[src/rtl/fir_sample_feeder.sv]
// fir_sample_feeder: tagged sample/coefficient FIFO replayed in order as the FIR controller's dr/lc handshake.
// Optional watchdog on the DR/LCW waits is enabled by defining FEEDER_TIMEOUT_EN.
module fir_sample_feeder #(
    parameter int DATA_W      = 16,
    parameter int FIFO_DEPTH  = 4,
    parameter int TIMEOUT_CYC = 32
) (
    input  logic                        clk,
    input  logic                        rst,
    input  logic                        in_valid,
    output logic                        in_ready,
    input  logic                        in_is_coeff,
    input  logic [DATA_W-1:0]           in_data,
    input  logic                        modwait,
    input  logic                        err,
    output logic                        data_ready,
    output logic                        load_coeff,
    output logic [DATA_W-1:0]           sample_data,
    output logic [DATA_W-1:0]           fir_coefficient,
    output logic [1:0]                  coeff_idx,
    output logic [$clog2(FIFO_DEPTH):0] fifo_count,
    output logic                        err_flag,
    output logic                        timeout_flag
);
    localparam int PTR_W = $clog2(FIFO_DEPTH);
    localparam int CNT_W = PTR_W + 1;
    localparam logic [CNT_W-1:0] FULL_CNT = CNT_W'(FIFO_DEPTH);

    typedef enum logic [2:0] {
        S_IDLE  = 3'd0,
        S_DR    = 3'd1,
        S_LC    = 3'd2,
        S_LCW   = 3'd3,
        S_WAIT  = 3'd4,
        S_RECOV = 3'd5
    } state_t;

    state_t           state_r;
    logic [DATA_W:0]  mem_r [FIFO_DEPTH];
    logic [PTR_W-1:0] wr_ptr_r;
    logic [PTR_W-1:0] rd_ptr_r;
    logic [CNT_W-1:0] count_r;
    logic             empty_s;
    logic             full_s;
    logic             push_s;
    logic             pop_s;
    logic [DATA_W:0]  head_s;
    logic             tmo_hit_s;

    assign empty_s    = (count_r == {CNT_W{1'b0}});
    assign full_s     = (count_r == FULL_CNT);
    assign in_ready   = !full_s;
    assign fifo_count = count_r;
    assign push_s     = in_valid && !full_s;
    assign head_s     = mem_r[rd_ptr_r];
    // An entry leaves the FIFO only when the FSM issues it from IDLE.
    assign pop_s      = (state_r == S_IDLE) && !err && !empty_s && !modwait;

`ifdef FEEDER_TIMEOUT_EN
    localparam int TMO_W = $clog2(TIMEOUT_CYC + 1);
    logic [TMO_W-1:0] tmo_cnt_r;

    // Watchdog counts cycles spent waiting for modwait in DR/LCW.
    always_ff @(posedge clk) begin
        if (rst || !((state_r == S_DR) || (state_r == S_LCW))) begin
            tmo_cnt_r <= {TMO_W{1'b0}};
        end else begin
            tmo_cnt_r <= tmo_cnt_r + TMO_W'(1);
        end
    end

    assign tmo_hit_s = (tmo_cnt_r == TMO_W'(TIMEOUT_CYC - 1)) && !modwait;
`else
    assign tmo_hit_s = 1'b0;
`endif

    // FIFO storage, pointers and occupancy.
    always_ff @(posedge clk) begin
        if (rst) begin
            wr_ptr_r <= {PTR_W{1'b0}};
            rd_ptr_r <= {PTR_W{1'b0}};
            count_r  <= {CNT_W{1'b0}};
            for (int i = 0; i < FIFO_DEPTH; i++) begin
                mem_r[i] <= {(DATA_W + 1){1'b0}};
            end
        end else begin
            if (push_s) begin
                mem_r[wr_ptr_r] <= {in_is_coeff, in_data};
                wr_ptr_r        <= wr_ptr_r + PTR_W'(1);
            end
            if (pop_s) begin
                rd_ptr_r <= rd_ptr_r + PTR_W'(1);
            end
            case ({push_s, pop_s})
                2'b10:   count_r <= count_r + CNT_W'(1);
                2'b01:   count_r <= count_r - CNT_W'(1);
                default: count_r <= count_r;
            endcase
        end
    end

    // Handshake FSM with registered dr/lc, datapath words and status flags.
    always_ff @(posedge clk) begin
        if (rst) begin
            state_r         <= S_IDLE;
            data_ready      <= 1'b0;
            load_coeff      <= 1'b0;
            sample_data     <= {DATA_W{1'b0}};
            fir_coefficient <= {DATA_W{1'b0}};
            coeff_idx       <= 2'd0;
            err_flag        <= 1'b0;
            timeout_flag    <= 1'b0;
        end else begin
            case (state_r)
                S_IDLE: begin
                    if (err) begin
                        err_flag   <= 1'b1;
                        data_ready <= 1'b1;
                        state_r    <= S_RECOV;
                    end else if (pop_s) begin
                        if (head_s[DATA_W]) begin
                            fir_coefficient <= head_s[DATA_W-1:0];
                            load_coeff      <= 1'b1;
                            state_r         <= S_LC;
                        end else begin
                            sample_data <= head_s[DATA_W-1:0];
                            data_ready  <= 1'b1;
                            state_r     <= S_DR;
                        end
                    end else begin
                        state_r <= S_IDLE;
                    end
                end
                S_DR: begin
                    if (modwait) begin
                        data_ready <= 1'b0;
                        state_r    <= S_WAIT;
                    end else if (tmo_hit_s) begin
                        data_ready   <= 1'b0;
                        timeout_flag <= 1'b1;
                        state_r      <= S_IDLE;
                    end else begin
                        state_r <= S_DR;
                    end
                end
                // The controller faults if lc is seen twice, so it is a one-cycle pulse.
                S_LC: begin
                    load_coeff <= 1'b0;
                    coeff_idx  <= coeff_idx + 2'd1;
                    state_r    <= S_LCW;
                end
                S_LCW: begin
                    if (modwait) begin
                        state_r <= S_WAIT;
                    end else if (tmo_hit_s) begin
                        load_coeff   <= 1'b0;
                        timeout_flag <= 1'b1;
                        state_r      <= S_IDLE;
                    end else begin
                        state_r <= S_LCW;
                    end
                end
                S_WAIT: begin
                    if (err) begin
                        err_flag   <= 1'b1;
                        data_ready <= 1'b1;
                        state_r    <= S_RECOV;
                    end else if (!modwait) begin
                        state_r <= S_IDLE;
                    end else begin
                        state_r <= S_WAIT;
                    end
                end
                // One dr pulse kicks the controller out of error-idle; nothing is popped.
                S_RECOV: begin
                    data_ready <= 1'b0;
                    if (!err && !modwait) begin
                        state_r <= S_IDLE;
                    end else begin
                        state_r <= S_RECOV;
                    end
                end
                default: begin
                    data_ready <= 1'b0;
                    load_coeff <= 1'b0;
                    state_r    <= S_IDLE;
                end
            endcase
        end
    end
endmodule

[config.mk]
export PLATFORM = sky130hd
export DESIGN_NAME = fir_sample_feeder
export DESIGN_NICKNAME = d
export VERILOG_FILES = /design/src/rtl/fir_sample_feeder.sv
export SDC_FILE = /design/constraint.sdc
export NUM_CORES = 1
export LEC_CHECK = 0
export CAP_MARGIN = 30
export CORE_MARGIN = 4
export CORE_UTILIZATION = 50
export DETAILED_ROUTE_END_ITERATION = 8
export PLACE_DENSITY = 0.73
export SLEW_MARGIN = 20
export SYNTH_ARGS = -nofsm -noshare
export SYNTH_HDL_FRONTEND = slang
export SYNTH_SLANG_ARGS = --single-unit
[constraint.sdc]
create_clock -name clk -period 2.65 [get_ports clk]
set_input_delay 0.3975 -clock clk [delete_from_list [all_inputs] [get_ports clk]]
set_output_delay 0.3975 -clock clk [all_outputs]
set_load 0.02 [all_outputs]
== Word level (Yosys, flattened, before mapping) ==
Memories as Yosys holds them, arrays and structs flattened. A register that Yosys moved wholly into a read port is not among the register bits.
Cells that the tools add are included.
W data, S select, Z words.

* Flip-flop bits (word level): 47
* RAM bits: 68
* Output and inout bits: 42
* Memories: 1

* Add/subtract/negate cells: 5
* Equal/unequal tests: 15
* Multiplexer cells: 30
* Bitwise operators: 4
* Reduce and logical (&&, ||, !) cells: 21

{| class="wikitable"
|+ Memories
! memory !! words !! bits a word !! rd ports !! clocked after Yosys merged registers in !! wr ports !! RTL line !! text
|-
| mem_r || 4 || 17 || 1 || 1 || 4 || 39 || <nowiki>logic [DATA_W:0] mem_r [FIFO_DEPTH];</nowiki>
|}

{| class="wikitable"
|+ Operator list
! cell !! count
|-
| $mux W3 || 7
|-
| $pmux W3 S6 || 1
|-
| $mux W17 || 1
|-
| $reduce_or A17 Y1 || 1
|-
| $mux W1 || 14
|-
| $reduce_and A4 Y1 || 3
|-
| $ne A2 B2 Y1 const B || 5
|-
| $eq A3 B3 Y1 const B || 3
|-
| $mux W2 || 4
|-
| $add A2 B1 Y2 const B || 3
|-
| $eq A3 B2 Y1 const B || 2
|-
| $logic_not A3 Y1 || 2
|-
| $ne A3 B3 Y1 const B || 2
|-
| $pmux W3 S2 || 1
|-
| $logic_and A1 B1 Y1 || 5
|-
| $reduce_and A5 Y1 || 1
|-
| $logic_not A1 Y1 || 4
|-
| $not A1 Y1 || 4
|-
| $pmux W1 S4 || 1
|-
| $reduce_or A2 Y1 || 2
|-
| $reduce_or A4 Y1 || 1
|-
| $add A3 B1 Y3 const B || 1
|-
| $eq A3 B1 Y1 const B || 1
|-
| $sub A3 B1 Y3 const B || 1
|-
| other kinds (5) || 5
|}

== Logic depth before layout (Yosys ltp) ==
* Word-level depth: 8
* Gate-level depth with buffers: 9

== Least setup slack after synthesis ==
No wires, ideal clock.

* Kind: register to register
* Start: reg count_r[2] (netlist: fifo_count[2])
* End: reg count_r[2] (netlist: fifo_count[2])
* Library setup time: 0.070 ns
* Arrival: 2.400 ns
* Setup slack: 0.180 ns
* Cell stages (with the launch flop): 10
* Buffers on the path: 1
* Cells stage by stage: dfxtp_1 -> or3b_1 -> clkbuf_1 -> nand2_1 -> ha_1 -> inv_1 -> fa_1 -> xor2_1 -> or3_1 -> a21oi_1

{| class="wikitable"
|+ RTL lines
! item !! RTL line !! text
|-
| from (decl) || 42 || <nowiki>logic [CNT_W-1:0] count_r;</nowiki>
|-
| from (signal assigned) || 82 || <nowiki>count_r <= {CNT_W{1'b0}};</nowiki>
|-
| from (signal assigned) || 95 || <nowiki>2'b10: count_r <= count_r + CNT_W'(1);</nowiki>
|-
| from (signal assigned) || 96 || <nowiki>2'b01: count_r <= count_r - CNT_W'(1);</nowiki>
|-
| $eq A3 B3 Y1 (*) || 51 || <nowiki>assign full_s = (count_r == FULL_CNT);</nowiki>
|-
| $logic_not A1 Y1 (*) || n/a ||
|-
| net in_ready || 11 || <nowiki>output logic in_ready,</nowiki>
|-
| $logic_and A1 B1 Y1 (*) || 54 || <nowiki>assign push_s = in_valid && !full_s;</nowiki>
|-
| $eq A2 B1 Y1 / $eq A2 B2 Y1 (equally long branches) || 94 || <nowiki>case ({push_s, pop_s})</nowiki>
|-
| $pmux W3 S2 / $reduce_bool A2 Y1 (equally long branches) || n/a ||
|}

Mark *: on every way through the listed nets, which the timed path passes. The rest lies on a longest branch.
A chain may end at the register's enable or synchronous reset.

== Final worst setup path ==
* Start: reg state_r[0]
* End: reg count_r[2] (netlist: fifo_count[2])

* Word-level cells in the longest chain between the ends: 6

{| class="wikitable"
|+ RTL lines
! item !! RTL line !! text
|-
| from (decl) || 38 || <nowiki>state_t state_r;</nowiki>
|-
| from (signal assigned) || 105 || <nowiki>state_r <= S_IDLE;</nowiki>
|-
| from (signal assigned) || 119 || <nowiki>state_r <= S_RECOV;</nowiki>
|-
| from (signal assigned) || 124 || <nowiki>state_r <= S_LC;</nowiki>
|-
| $logic_not A3 Y1 (*) || 57 || <nowiki>assign pop_s = (state_r == S_IDLE) && !err && !empty_s && !modwait;</nowiki>
|-
| $logic_and A1 B1 Y1 (*) (3 in series) || 57 ||
|-
| net pop_s || 46 || <nowiki>logic pop_s;</nowiki>
|-
| $eq A2 B1 Y1 / $eq A2 B2 Y1 (equally long branches) || 94 ||
|-
| $pmux W3 S2 / $reduce_bool A2 Y1 (equally long branches) || n/a ||
|-
| to (signal assigned) || 95 ||
|-
| to (signal assigned) || 96 ||
|-
| to (signal assigned) || 97 || <nowiki>default: count_r <= count_r;</nowiki>
|}

Marks and branches as above.

==> impl_metrics.ini <==
[timing]
timing.fmax_mhz = 409
tns_ns = 0
finalWorstSetupSlack_ns = 0.206
worstMarginPinSlew_ns = 0.654
rsz0062_at_grt = no
fin_skew_ns = 0.0109
finalCriticalPeriod_ns = 2.44
hold_violations = 0
min_period_over_period_pct = 92.2
setup_violations = 0
slew_violations = 0
slew_headroom_pct = 56.1

[routing]
initialDrtViolationCount = 141
route.detailed.drc = 0
vias = 3207
dr.pass1.iters = 5
routed_wl_um = 10600
drt-vias-per-instance = 5.41
routedWlPerCell_um = 17.9
ant_nets = 0

[setup_path]
r2r_end = fifo_count[2]
crit_fanout = 9
path_class = flop to flop
critPathCapture = fifo_count[2]
crit_start = state_r[0]
end_kind = flop
rrSetupSlack_ns = 0.21
r2r_start = state_r[0]
ff2ff_path_depth = 8
worstPathRequired_ns = 3.08
cp-start-kind = flop
critPathArrivalTime_ns = 2.87

[yosys]
syn-num-nets = 397
async_flop_share_pct = 0
yosys_warnings = 0
synth-seq-cells = 117
synth_area_mm2 = 0.00502
ys_seq_area_share_pct = 60.2
syn_inst = 373
syn_avg_cell_area_um2 = 13.5
synth_edf_count = 68
ys_types = 43
synth_ff_type = edfxtp_1

[grt]
track_usage_pct = 19.4
grt_start_max_net_pins = 52
grt_pass1_vias = 3302
grt.overflow.total = 0
antenna_found_initial = 0
grt_pass1_wl_um = 17100

[placed_design]
post_dp_cell_area_mm2 = 0.00578
pre_cts_ws_ns = -0.150
dp_hpwl_um = 6620
gp_congestion = 0.820
place_inst = 561
port_buffers = 62

[pwr]
p_per_area_mw_per_mm2 = 764
p_comb_share_pct = 9.7
cellLeakagePower_uw = 0.00260
clockPowerShare_pct = 47.6
sequentialPowerShare_pct = 42.6
peakVddDrop_v = 0.000374
power_switching_uw = 1070
sw_frac_of_total_pct = 21.9
internal-power_uw = 3820

[final_layout]
areaGrowthSynthToFinish_pct = 27.5
seqCellArea_mm2 = 0.00302
fin_nets = 471
final_common_cell = edfxtp_1
multi_input_area_mm2 = 0.00179
fin_area_mm2 = 0.00641
final_layout_size_suffix_gt1_share_pct = 12.4
final_cells = 593
mostFrequentLayoutCells = 68 x edfxtp_1, 61 x clkdlybuf4s50_1, 50 x nor2_1
n_antenna_cell = 0
finalCoreUtilization_pct = 65.6
fill_cells = 708

[cts]
htree_levels = 4
tritoncts = built
cts_setup_buffers = 0
root_buffer = clkbuf_8
cts_resized = 0
clk_latency_ns = 0.50
cts_num_sinks = 117
cts_made_buffers = 17
hold_buffers = 0
cts.clk_slew.worst_paths_ns = 0.06
clk_path_buf_depth = 2

[floorplanning]
dieWidth_um = 108
rows = 36
start_util_pct = 51.4
dieArea_mm2 = 0.0117
io_pins = 64
dieHeight_um = 108
core_mm2 = 0.00977

[outcome]
status = complete, no violations

[hold_path]
worst_hold_path_type = input pin to flop

[run]
maxCapViolations = 0
-- power by group through the flow --
| stage | combinational [uW] | sequential (uW) | clock, uW |
|---|---|---|---|
| 4_1_cts | 480 | 2090 | 2360 |
| 3_3_place_gp | 460 | 2110 | 0 |
| 2_1_floorplan | 280 | 2130 | 0 |
| 5_1_grt | 520 | 2100 | 2440 |
| 3_5_place_dp | 472 | 2120 | 0 |
| 6_report | 477 | 2090 | 2330 |
-- cell type report --
| cell class | instances | area share, % |
|---|---|---|
| Sequential cell | 117 | 47.2 |
| Multi-Input combinational cell | 224 | 27.9 |
| Timing Repair Buffer | 82 | 12.1 |
| Clock buffer | 28 | 9.08 |
| Tap cell | 133 | 2.60 |
| Clock inverter | 4 | 0.762 |
| Inverter | 5 | 0.293 |
-- stage by stage --
step                power, uW  hold WS (ns)
floorplan                2410         0.485
global placement         2570         0.442
detailed placement       2590         0.453
CTS                      4930         0.177
global route             5060         0.186
finish                   4900         0.206
-- how the worst min path moves through the flow --
stage,end,start,cells past startpoint
6_report,wr_ptr_r[1],rst,2
2_1_floorplan,flop,rd_ptr_r[1],2
3_5_place_dp,load_coeff,load_coeff,2
4_1_cts,wr_ptr_r[1],rst,2
5_1_grt,wr_ptr_r[1],rst,2
3_3_place_gp,load_coeff,load_coeff,2
-- worst max-delay path: stages (launching register included) --
cell	delay, ns
dfxtp_1	0.39
or3_4	0.42
nor3_1	0.28
ha_1	0.24
inv_1	0.06
fa_1	0.37
xor2_1	0.16
or3_1	0.30
a21oi_1	0.15
-- sequential cells by signal, indices dropped and copies added (netlist names), named ones only --
signal / cells
err_flag: 1
fifo_count: 3
sample_data: 16
coeff_idx: 2
rd_ptr_r: 2
data_ready: 1
fir_coefficient: 16
mem_r: 68
wr_ptr_r: 2
state_r: 3
load_coeff: 1
-- Yosys cell counts, drive strengths merged, types with 2 or more instances --
cell type / n / area (um^2)
a211oi: 2 / 15.0
a21oi: 6 / 30.0
a221oi: 2 / 17.5
and2: 34 / 213
and3: 34 / 213
buf: 8 / 72.6
clkbuf: 19 / 121
dfxtp: 49 / 981
edfxtp: 68 / 2040
inv: 5 / 18.8
mux2i: 32 / 320
mux4: 17 / 439
nand2: 4 / 15.0
nand2b: 2 / 12.5
nand4: 2 / 12.5
nor2: 51 / 191
nor2b: 3 / 18.8
nor3: 4 / 20.0
nor4: 3 / 40.0
o21ai: 3 / 15.0
o21bai: 2 / 15.0
or2: 2 / 12.5
or3: 3 / 23.8
xnor2: 2 / 17.5
xor2: 6 / 52.6
-- per-layer routing --
metal | up-vias | routed length [um] | track usage (%)
li1 | 1510 | - | -
met1 | 1583 | 4580 | 25.5
met2 | 102 | 5280 | 31.5
met3 | 12 | 582 | 4.06
met4 | 0 | 161 | 7.84
met5 | - | 0 | 0
-- cell families after synthesis --
logic type | count (synthesis) | share of synthesized area [%]
simple gates | 145 | 15.8
compound gates | 19 | 2.57
fa+ha+maj | 2 | 0.648
mux | 49 | 15.1
other cells | 1 | 0.0746
xor+xnor | 8 | 1.39
flops | 117 | 60.2
buf+inv | 32 | 4.23
Power figures use the tool's default switching activity.
